**config.mk**
```make
export PLATFORM = sky130hd
export DESIGN_NAME = program_loader
export DESIGN_NICKNAME = d
export VERILOG_FILES = /design/src/rtl/program_loader.sv
export SDC_FILE = /design/constraint.sdc
export NUM_CORES = 1
export LEC_CHECK = 0
export CORE_AREA = 5 5 100 102
export DETAILED_ROUTE_END_ITERATION = 12
export DIE_AREA = 0 0 105 107
export HOLD_SLACK_MARGIN = 0.05
export PLACE_DENSITY = 0.86
export SETUP_SLACK_MARGIN = 0.1
export SYNTH_ARGS = -nofsm -noshare
export SYNTH_HDL_FRONTEND = slang
export SYNTH_SLANG_ARGS = --single-unit
```
**constraint.sdc**
```tcl
create_clock -name i_Clk -period 1.8 [get_ports i_Clk]
set_clock_uncertainty 0.15 [all_clocks]
set_input_delay 0.27 -clock i_Clk [delete_from_list [all_inputs] [get_ports i_Clk]]
set_output_delay 0.27 -clock i_Clk [all_outputs]
set_load 0.005 [all_outputs]
```
**src/rtl/program_loader.sv**
```systemverilog
// Boot loader: byte stream -> big-endian words -> memory writes, holds core in reset until image is loaded.
// Optional trailing XOR checksum byte enabled by defining LOADER_CHECKSUM_EN.
module program_loader #(
  parameter logic [31:0] BASE_ADDR   = 32'h0000_0000,
  parameter int          DEPTH_WORDS = 256
) (
  input  logic        i_Clk,
  input  logic        i_Rst_n,
  input  logic        i_Start,
  input  logic [7:0]  i_Byte,
  input  logic        i_ByteValid,
  output logic        o_ByteReady,
  output logic        o_MemWrite,
  output logic [31:0] o_MemAddress,
  output logic [31:0] o_WriteData,
  output logic        o_CoreRst,
  output logic        o_Busy,
  output logic        o_Done,
  output logic        o_Error
);

  localparam int          IDX_W       = $clog2(DEPTH_WORDS + 1);
  localparam logic [31:0] DEPTH_LIMIT = 32'(DEPTH_WORDS);

`ifdef LOADER_CHECKSUM_EN
  typedef enum logic [2:0] {IDLE, LEN_HI, LEN_LO, DATA, LAST_WR, CHECK, RUN, ERROR} state_t;
`else
  typedef enum logic [2:0] {IDLE, LEN_HI, LEN_LO, DATA, LAST_WR, RUN, ERROR} state_t;
`endif

  state_t            state;
  logic [15:0]       len;
  logic [1:0]        byte_cnt;
  logic [IDX_W-1:0]  word_idx;
  logic [23:0]       asm_reg;
  logic              mem_write;
  logic [31:0]       mem_address;
  logic [31:0]       write_data;
`ifdef LOADER_CHECKSUM_EN
  logic [7:0]        csum;
`endif

  logic [15:0] len_next;
  logic        last_word;

  assign len_next  = {len[15:8], i_Byte};
  assign last_word = (32'(word_idx) + 32'd1) == 32'(len);

  // Status outputs are pure decodes of the state register, so ready never depends on valid.
`ifdef LOADER_CHECKSUM_EN
  assign o_ByteReady = (state == LEN_HI) || (state == LEN_LO) || (state == DATA) || (state == CHECK);
  assign o_Busy      = o_ByteReady || (state == LAST_WR);
`else
  assign o_ByteReady = (state == LEN_HI) || (state == LEN_LO) || (state == DATA);
  assign o_Busy      = o_ByteReady || (state == LAST_WR);
`endif
  assign o_CoreRst    = (state != RUN);
  assign o_Done       = (state == RUN);
  assign o_Error      = (state == ERROR);
  assign o_MemWrite   = mem_write;
  assign o_MemAddress = mem_address;
  assign o_WriteData  = write_data;

  always_ff @(posedge i_Clk) begin
    if (!i_Rst_n) begin
      state       <= IDLE;
      len         <= '0;
      byte_cnt    <= '0;
      word_idx    <= '0;
      asm_reg     <= '0;
      mem_write   <= 1'b0;
      mem_address <= '0;
      write_data  <= '0;
`ifdef LOADER_CHECKSUM_EN
      csum        <= '0;
`endif
    end else begin
      mem_write <= 1'b0;
      case (state)
        IDLE, RUN, ERROR: begin
          if (i_Start) begin
            state    <= LEN_HI;
            byte_cnt <= '0;
            word_idx <= '0;
`ifdef LOADER_CHECKSUM_EN
            csum     <= '0;
`endif
          end
        end
        LEN_HI: begin
          if (i_ByteValid) begin
            len[15:8] <= i_Byte;
            state     <= LEN_LO;
          end
        end
        LEN_LO: begin
          if (i_ByteValid) begin
            len[7:0] <= i_Byte;
            if (len_next == 16'd0 || 32'(len_next) > DEPTH_LIMIT)
              state <= ERROR;
            else
              state <= DATA;
          end
        end
        DATA: begin
          if (i_ByteValid) begin
            asm_reg  <= {asm_reg[15:0], i_Byte};
            byte_cnt <= byte_cnt + 2'd1;
`ifdef LOADER_CHECKSUM_EN
            csum     <= csum ^ i_Byte;
`endif
            // Fourth byte completes the word; the strobe goes out next cycle.
            if (byte_cnt == 2'd3) begin
              mem_write   <= 1'b1;
              write_data  <= {asm_reg, i_Byte};
              mem_address <= BASE_ADDR + 32'({word_idx, 2'b00});
              word_idx    <= word_idx + IDX_W'(1);
              if (last_word) begin
`ifdef LOADER_CHECKSUM_EN
                state <= CHECK;
`else
                state <= LAST_WR;
`endif
              end
            end
          end
        end
        LAST_WR: state <= RUN;
`ifdef LOADER_CHECKSUM_EN
        CHECK: begin
          if (i_ByteValid)
            state <= (i_Byte == csum) ? RUN : ERROR;
        end
`endif
        default: state <= IDLE;
      endcase
    end
  end

endmodule

```
# Yosys cells after proc, flatten, opt, wreduce, memory -nomap -nowiden
# Cells that the tools add are included.
# classes
add_sub_neg,3
order_cmp,1
eq_ne,15
muxes,16
reduce_logical,16
# op_table
operator,n
9-bit 2-to-1 mux,3
3-bit 2-to-1 mux,7
9-bit case mux with 2 select lines,1
10-bit by 16-bit equality test with 1-bit output,1
16-bit by 9-bit greater-than comparator with 1-bit output (second input constant),1
16-bit zero test,1
3-bit case mux with 5 select lines,1
9-bit by 1-bit adder with 10-bit output (second input constant),1
2-bit inequality test (second input constant),5
9-bit by 1-bit adder with 9-bit output (second input constant),1
3-bit equality test (second input constant),3
3-bit AND reduction,3
3-bit by 2-bit equality test with 1-bit output (second input constant),2
2-bit AND reduction,3
6-bit AND reduction,1
1-bit logical OR,4
2-bit 2-to-1 mux,2
2-bit case mux with 2 select lines,1
4-bit AND reduction,1
3-bit by 1-bit equality test with 1-bit output (second input constant),1
3-bit zero test,1
3-bit inequality test (second input constant),1
3-bit OR reduction,1
2-bit by 1-bit adder with 2-bit output (second input constant),1
other kinds (4),4
# word_totals
register_bits,96
in_bits,12
out_inout_bits,70
wordCells,60

# Logic depth before layout (Yosys ltp)
# Gate-level depths: netlist of run 1.
# depth
ltp_word,6
mapped_depth,8
depth_no_buf,7

# Worst setup path after synthesis of run 1
# OpenSTA, ideal clock, no wires.
# synth_path
kind,flip-flop to flip-flop
startpoint,reg word_idx[0]
endpoint,reg state[1]
setup_ns,0.127
t_arrival_ns,1.681
t_required_ns,1.523
path_slack_ns,-0.158
stages_incl_launch_ff,8
n_path_buf,0
synth_period_minus_slack_ns,1.958
cell_sequence,dfxtp_1 ha_1 and3_1 and3_1 xnor2_1 o2111ai_1 nor3_2 a31oi_1
# synth_between
elab_chain_cells,4
# synth_lines
element,line,rtl
from (decl),34,logic [IDX_W-1:0] word_idx;
from (signal assigned),117,word_idx <= word_idx + IDX_W'(1);
9-bit by 1-bit adder with 10-bit output,47,assign last_word = (32'(word_idx) + 32'd1) == 32'(len);
10-bit by 16-bit equality test with 1-bit output,47,
2-bit inequality test (no source line),--,
6-bit AND reduction (no source line),--,
to (signal assigned),66,state <= IDLE;
to (signal assigned),82,state <= LEN_HI;
to (signal assigned),93,state <= LEN_LO;
to (decl),31,state_t state;
# Every way passes these cells.
# A chain may end at the register's enable or synchronous reset.

# Worst setup path after layout of run 1
# layout_path
startpoint,reg len[12]
endpoint,reg state[0]
# layout_between
elab_chain_cells,5
word_cells_on_any_way,9
cone_classes,order compare (1); eq/ne (2); mux (3); reduce/logical (3)
# layout_lines
element,line,rtl
from (decl),32,logic [15:0] len;
from (signal assigned),92,len[15:8] <= i_Byte;
16-bit by 9-bit greater-than comparator with 1-bit output / 16-bit zero test (equally long branches),99,if (len_next == 16'd0 || 32'(len_next) > DEPTH_LIMIT)
1-bit logical OR,99,
3-bit 2-to-1 mux,99,
3-bit 2-to-1 mux,97,if (i_ByteValid) begin
3-bit case mux with 5 select lines,79,case (state)
to (signal assigned),82,
to (signal assigned),100,state <= ERROR;
to (signal assigned),102,state <= DATA;
# Parallel ways exist; a longest one is shown, timed or not. The select of a mux whose other input is x is not followed.

==> out/results.ini, run 1 <==
[cts]
clk_pin_slew_worst_paths_ns=0.09
cts-buffers-inserted=9
cts_max_level=3
cts_tree=yes
worstSkewPairLatency_ns=0.37
cts_sinks=96
cts_max_path_buffers=2
cts-root-buf=clkbuf_8

[power]
worst_ir_drop_vdd_uv=510
power.density_nw_per_um2=918
power.leakage_uw=0.00203
total_power_uw=4900

[synth]
synth_edf_count=0
syn-instance-count=511
synthTopCellsByCount=nand2_1, dfxtp_1, a21oi_1, buf_4, nor2_1
netlist.area_leader.share_pct=47.5
ys_seq_area_share_pct=47.5
synth_area_leaders=dfxtp_1, nand2_1, a21oi_1
synthFlopType=dfxtp_1
yosysMostFrequentCell=nand2_1
netlist_area_um2=4050
ys_ff_latch=96
synth_top_cell_by_area=dfxtp_1
async_reset_ff_share_pct=0
ys.warnings.count=0
syn_avg_cell_area_um2=7.93
synth_cell_type_count=45

[global_route]
grt_first_pass_wirelength_um=17000
grt_overflow=0
grt_usage_pct=18.0
grt_pass1_vias=3701
antenna_found_initial=0
grt_start_max_net_pins=52

[setup_path]
cpPeakStageDelay_ns=0.54
crit_type=reg -> reg
rrSetupSlack_ns=-0.25
rr_endpoint=state[0]
crit_slowest_cell=or4_4
worst_r2r_path_depth=5
path_cells=or4_4 > or4_4 > o21ai_4 > a31oi_1 > a211oi_2
worstSetupEndpointType=register
critPathLaunchType=register
cp.arrival_ns=2.18
r2r_start=len[12]
crit_path_max_fanout=3
critPathRequiredTime_ns=1.93
path_common_cell=or4_4

[final_layout]
final_cell_count_no_fill=716
synthToLayoutAreaGrowth_pct=31.7
final_nets=614
diodes=0
largest_reg_flops=32
drive_gt1_share_pct=17.7

[outcome]
status=finished with violations
violations=negative setup slack

[routing]
vias_per_cell=5.36
drc=0
dr.pass1.iters=5
drtIter0Drc=338
wl_per_cell_um=14.5
antenna_left=0
drt-total-wl_um=10400
vias=3839

[timing]
fin_tns_setup_ns=-1.70
fin_crit_sh_pct=114
drv_slew=0
setup_violations=27
rsz0062_at_grt=true
period_minus_slack_ns=2.05
setup_ws_ns=-0.253
hold_ws_ns=0.305
finalHoldViolCount=0
max_freq_mhz=487

[place]
gp_congestion=0.904
placedCellCount=692
dp_hpwl_um=7160
numPortBuffers=58

[floorplanning]
core_um2=9020
die_h_um=107
die_area_um2=11200
io_pins=82
start_util_pct=44.9
rows=35
die_w_um=105

[flow_run]
max_cap_viol_count=0

[hold_path]
hp-start=o_MemAddress[2]
hold_depth=2
hp-class=reg -> reg
hold_path_end=o_MemAddress[2]

## how the worst max path moves through the flow
stage | start | end
after floorplan | len[10] | state[0]
after global placement | i_Byte[4] | state[0]
after detailed placement | i_ByteValid | word_idx[2]
after CTS | len[10] | state[0]
after global routing | len[12] | state[0]
final | len[12] | state[0]
## report_power, final
| part | leakage (uW) | switching, uW | internal, uW | total, uW |
|---|---|---|---|---|
| clock network | 0.0000892 | 788 | 523 | 1310 |
| logic | 0.00117 | 668 | 618 | 1290 |
| registers | 0.000778 | 87.4 | 2210 | 2300 |
| total | 0.00203 | 1540 | 3350 | 4900 |
## critical path, delay by kind of cell, from the launching register on
family / cells / cell delay [ns]
and+or+nand+nor: 2 / 0.98
AOI/OAI and AO/OA: 3 / 0.52
DFF: 1 / 0.33
## cell families (layout without fill, tap and decap cells)
family / count (synthesis) / count (layout) / share of synthesized area [%]
adder cells (fa/ha/maj): 2 / 2 / 0.618
XOR/XNOR: 17 / 17 / 3.68
multiplexers: 8 / 8 / 1.98
flip-flops: 96 / 96 / 47.5
buffers and inverters: 59 / 131 / 7.94
AND/OR/NAND/NOR: 218 / 218 / 23.4
other: 1 / 23 / 0.0926
AO/OA/AOI/OAI: 110 / 110 / 14.9
## repair_timing
action	CTS	global route
pin swaps	5	9
resized for setup	29	27
hold buffers	0	0
buffers inserted	3	5
setup endpoints to repair	101	106
## stage by stage
step           cell area, um^2  util [%]  worst slack (ns)
2_1_floorplan             4160         -            -0.107
3_3_place_gp              4970      55.1            -0.257
3_5_place_dp              4970      55.1            -0.306
4_1_cts                   5240      58.1            -0.238
5_1_grt                   5340      59.1            -0.302
6_report                  5340      59.1            -0.253
## layer usage
layer	track usage (%)	vias up	wire, um
met2	30.2	139	5170
met1	21.8	1849	4440
li1	-	1829	-
met5	0	-	0
met4	8.40	0	232
met3	4.27	22	563
## cells in the final DEF (no fill, tap or decap), types with 2 or more instances in the layout
| cell type | count |
|---|---|
| inv_2 | 2 |
| buf_6 | 2 |
| clkdlybuf4s50_1 | 48 |
| nand3_1 | 5 |
| or3_1 | 3 |
| xor2_1 | 7 |
| clkbuf_2 | 3 |
| and3_4 | 2 |
| buf_4 | 46 |
| a21oi_1 | 87 |
| nor2_2 | 2 |
| inv_6 | 2 |
| nor2_1 | 20 |
| nor4_1 | 2 |
| dlymetal6s2s_1 | 5 |
| buf_12 | 5 |
| mux2i_1 | 8 |
| nand2b_1 | 2 |
| nand2_1 | 150 |
| a31oi_1 | 4 |
| o21ai_0 | 5 |
| conb_1 | 23 |
| dfxtp_1 | 89 |
| xnor2_1 | 9 |
| o21ai_1 | 2 |
| dfxtp_4 | 2 |
| a22oi_1 | 2 |
| or4_4 | 2 |
| and3_1 | 6 |
| nor3_1 | 2 |
| dfxtp_2 | 5 |
| clkbuf_8 | 9 |
| nand4_1 | 2 |
| nand2_2 | 2 |
| nand3b_1 | 5 |
## area by class of cell
class                           count  area (um^2)
Fill cell                         762         3690
Tap cell                          111          139
Clock inverter                      6         50.0
Timing Repair Buffer              112         1050
Inverter                            3         11.3
Clock buffer                       10          128
Multi-Input combinational cell    378         2020
Sequential cell                    96         1940
No activity file was read; power rests on OpenSTA's default activity.
==> run 2: changes to the inputs <==
- CTS_CLUSTER_SIZE: default -> 14
==> results of run 2 <==
Final layout, timing and power as in run 1 (identical DEF).
==> edit 1: new RTL, config.mk and constraints of run 1 <==
The parameter `DEPTH_WORDS` goes from 256 to 128.
--- a/src/rtl/program_loader.sv
+++ b/src/rtl/program_loader.sv
@@ -2,7 +2,7 @@
 // Optional trailing XOR checksum byte enabled by defining LOADER_CHECKSUM_EN.
 module program_loader #(
   parameter logic [31:0] BASE_ADDR   = 32'h0000_0000,
-  parameter int          DEPTH_WORDS = 256
+  parameter int          DEPTH_WORDS = 128
 ) (
   input  logic        i_Clk,
   input  logic        i_Rst_n,
Formal check against the unedited RTL: not equivalent (a bounded check fails within 4 cycles, from zero or initial values and one cycle with i_Rst_n low).
==> edit 1 against run 1 <==
The flow still finishes with violations (setup timing). Total power grew 7.1%. Clock power grew 5%. Worst setup slack gained 92 ps. Global-route usage grew 0.67 points. Final cell count grew 5.6%. Area after synthesis grew 2.4%. Design area grew 16%. Wire length grew 17%. Sequential cell count shrank 2. Sequential power shrank 2%. First-iteration DRC count shrank 37%. Critical endpoint is now state[2].
==> edit 1: results (changes against run 1) <==
- Status: complete, but fails checks (unchanged)
- Failing checks: setup timing (unchanged)
- Fraction of layout cells with a size suffix above 1: 35.2% (was 17.7%)
- Largest net degree at the start of global routing: 57 (was 52)
- Iteration-0 DRC Markers: 212 (was 338)
- Worst r2r dst: state[2] (was state[0])
- Maximum VDD drop: 0.000472 V (was 0.000510 V)
- WP data arrival: 2110 ps (was 2180 ps)
- Post-placement setup slack: -541 ps (was -306 ps)
- GRT Util Overall: 18.7% (was 18.0%)
- WHS: 232 ps (was 305 ps)
- Min setup slack post-route: -161 ps (was -253 ps)
- Count of unique library cells instantiated by Yosys: 57 (was 45)
- Synth Area per Inst: 7.95 um2 (was 7.93 um2)
- Sequential area share after synthesis: 45.4% (was 47.5%)
- HP Class: in -> reg (was reg -> reg)
- M1 WL: 5000 um (was 4440 um)
- Largest cells by area after synthesis: dfxtp_1, nand2_1, a21oi_1, buf_4, mux2i_1 (was dfxtp_1, nand2_1, a21oi_1, buf_4, xnor2_1)
- Multi-input logic portion of the cell area: 40.8% (was 37.8%)
- Routed wl met2: 6280 um (was 5170 um)
- R2r worst-path depth: 6 (was 5)
- Clock-cell share: 3.04% (was 3.33%)
- Vias in the first global route: 3,717 (was 3,701)
- Dpl cell area: 5080 um2 (was 4970 um2)
- Leak pwr: 2.44 nW (was 2.03 nW)
- Met3 Track Usage GR: 2.41% (was 4.27%)
- First-pass GRT wire length: 17,500 um (was 17,000 um)
- Setup violators final: 7 (was 27)
- Met3 wire len: 580 um (was 563 um)
- Worst hold stages: 4 (was 2)
- Delay-heaviest family, CP: compound AO/OA/AOI/OAI gates (was simple AND/OR/NAND/NOR gates)
- Comb_multi_in: 386 (was 378)
- Clock Sinks: 94 (was 96)
- Via count: 4,014 (was 3,839)
==> edit 1: metrics by stage <==
step	TNS (ps)	std cells
6_report	-450	756
5_1_grt	-1210	756
4_1_cts	-607	736
3_5_place_dp	-12190	714
2_1_floorplan	-127	545
3_3_place_gp	-8000	714
==> edit 1: logic make-up (layout without fill, tap and decap cells) <==
logic type	after synthesis	count (layout)	share of synthesized area [%]
other cells	1	24	0.0904
mux	11	11	2.65
xor+xnor	10	10	2.11
buf+inv	65	165	9.17
flops	94	94	45.4
compound gates	116	116	16.1
simple gates	222	222	23.6
fa+ha+maj	3	3	0.845
==> edit 1: repair_timing <==
| item | CTS | global route |
|---|---|---|
| buffers inserted | 6 | 17 |
| gates resized for setup | 44 | 160 |
| endpoints found under the setup margin | 92 | 101 |
| pin swaps | 9 | 59 |
| gates cloned | 0 | 3 |
==> edit 1: power breakdown <==
group	total, mW	switching, mW	internal (mW)
sequential	2.25	0.0911	2.16
combinational	1.63	0.793	0.834
clock	1.37	0.803	0.563
==> edit 2: new RTL, config.mk and constraints of run 1 <==
Without the edit above. Put a register stage on the output `o_Error`, without a reset. The value now appears one clock later. The other outputs are not delayed to match.
--- a/src/rtl/program_loader.sv
+++ b/src/rtl/program_loader.sv
@@ -56,7 +56,9 @@
 `endif
   assign o_CoreRst    = (state != RUN);
   assign o_Done       = (state == RUN);
-  assign o_Error      = (state == ERROR);
+  always_ff @(posedge i_Clk) begin
+    o_Error <= (state == ERROR);
+  end
   assign o_MemWrite   = mem_write;
   assign o_MemAddress = mem_address;
   assign o_WriteData  = write_data;
Function: changed (Yosys sat finds a counterexample within 4 cycles, from zero or initial values and one cycle with i_Rst_n low).
==> edit 2 against run 1 <==
The flow still finishes with violations (setup timing). Area after synthesis increased by 0.49%. Sequential cell count is 1 higher. Count of clock-buffer cells in the layout did not move. Worst setup slack lost 34 ps. Design area is 20% higher. Wire length is 45% higher. Critical path type unchanged. First-iteration DRC count up 75%. Core utilization up 12 points. Critical path depth unchanged. Sequential power increased by 3%. Total power increased by 11%.
==> edit 2: results (changes against run 1) <==
- Status: complete, but fails checks (unchanged)
- Failing checks: setup timing (unchanged)
- Routed WL: 15,100 um (was 10,400 um)
- Dpl cell area: 4960 um2 (was 4970 um2)
- Min setup slack post-route: -287 ps (was -253 ps)
- Maximum VDD drop: 0.000527 V (was 0.000510 V)
- Cell area after layout: 6400 um2 (was 5340 um2)
- Sequential area share after synthesis: 47.7% (was 47.5%)
- Sw Share: 33.0% (was 31.5%)
- Iteration-0 DRC Markers: 593 (was 338)
- Sequential cells: 97 (was 96)
- Fillers: 550 (was 762)
- Largest cells by area after synthesis: dfxtp_1, nand2_1, a21oi_1, buf_4, xnor2_1 (unchanged)
- Setup TNS Final: -5630 ps (was -1700 ps)
- Vias in the first global route: 3,742 (was 3,701)
- Post-placement setup slack: -359 ps (was -306 ps)
- Setup violators final: 60 (was 27)
- Largest net degree at the start of global routing: 36 (was 52)
- HP Start: o_MemAddress[3] (was o_MemAddress[2])
- 1st-pass router iterations: 6 (was 5)
- Seq. cell area: 1970 um2 (was 1940 um2)
- WP data arrival: 2220 ps (was 2180 ps)
- First-pass GRT wire length: 17,300 um (was 17,000 um)
- Post-synthesis mux area share: 1.97% (was 1.98%)
- Worst R2R Start: len[10] (was len[12])
- Comb_multi_in: 380 (was 378)
- Synth Area in XOR/XNOR: 3.66% (was 3.68%)
- Routability cong.: 0.937 (was 0.904)
- GRT Util Overall: 18.6% (was 18.0%)
- Compound-Gate Fraction of Synth Area: 14.8% (was 14.9%)
- DR vias/cell: 5.92 (was 5.36)
- Gate power share: 27.5% (was 26.3%)
- Leak pwr: 2.73 nW (was 2.03 nW)
- Final nets: 639 (was 614)
-- edit 2: cell types whose count changed in the layout (fill, tap and decap cells not counted), moves of 9 or more --
cell	delta
nand2_2	+16
buf_6	+12
a21oi_2	+49
nand2_1	-56
dfxtp_1	-9
dfxtp_2	+10
a21oi_1	-49
nand2_4	+39
-- edit 2: layer usage --
metal	part of all wire [%]	track usage [%]	up-vias
li1	-	-	1882
met1	37	22.0	2077
met2	48	32.1	349
met3	10	4.58	76
met4	4.6	7.67	0
met5	0	0	-
-- edit 2: worst paths after layout --
path / cells after the start / to
worst max-delay path: 5 / state[0]
worst min-delay path: 2 / o_MemAddress[3]
worst max register to register: 5 / state[0]
worst min register to register: 2 / o_MemAddress[3]
-- edit 2: repair_timing --
action / 4_1_cts / 5_1_grt
cloned: 0 / 10
setup buffers: 2 / 21
endpoints found under the setup margin: 75 / 95
gates resized for setup: 23 / 216
hold endpoints to repair: 0 / 0
pin swaps: 2 / 95
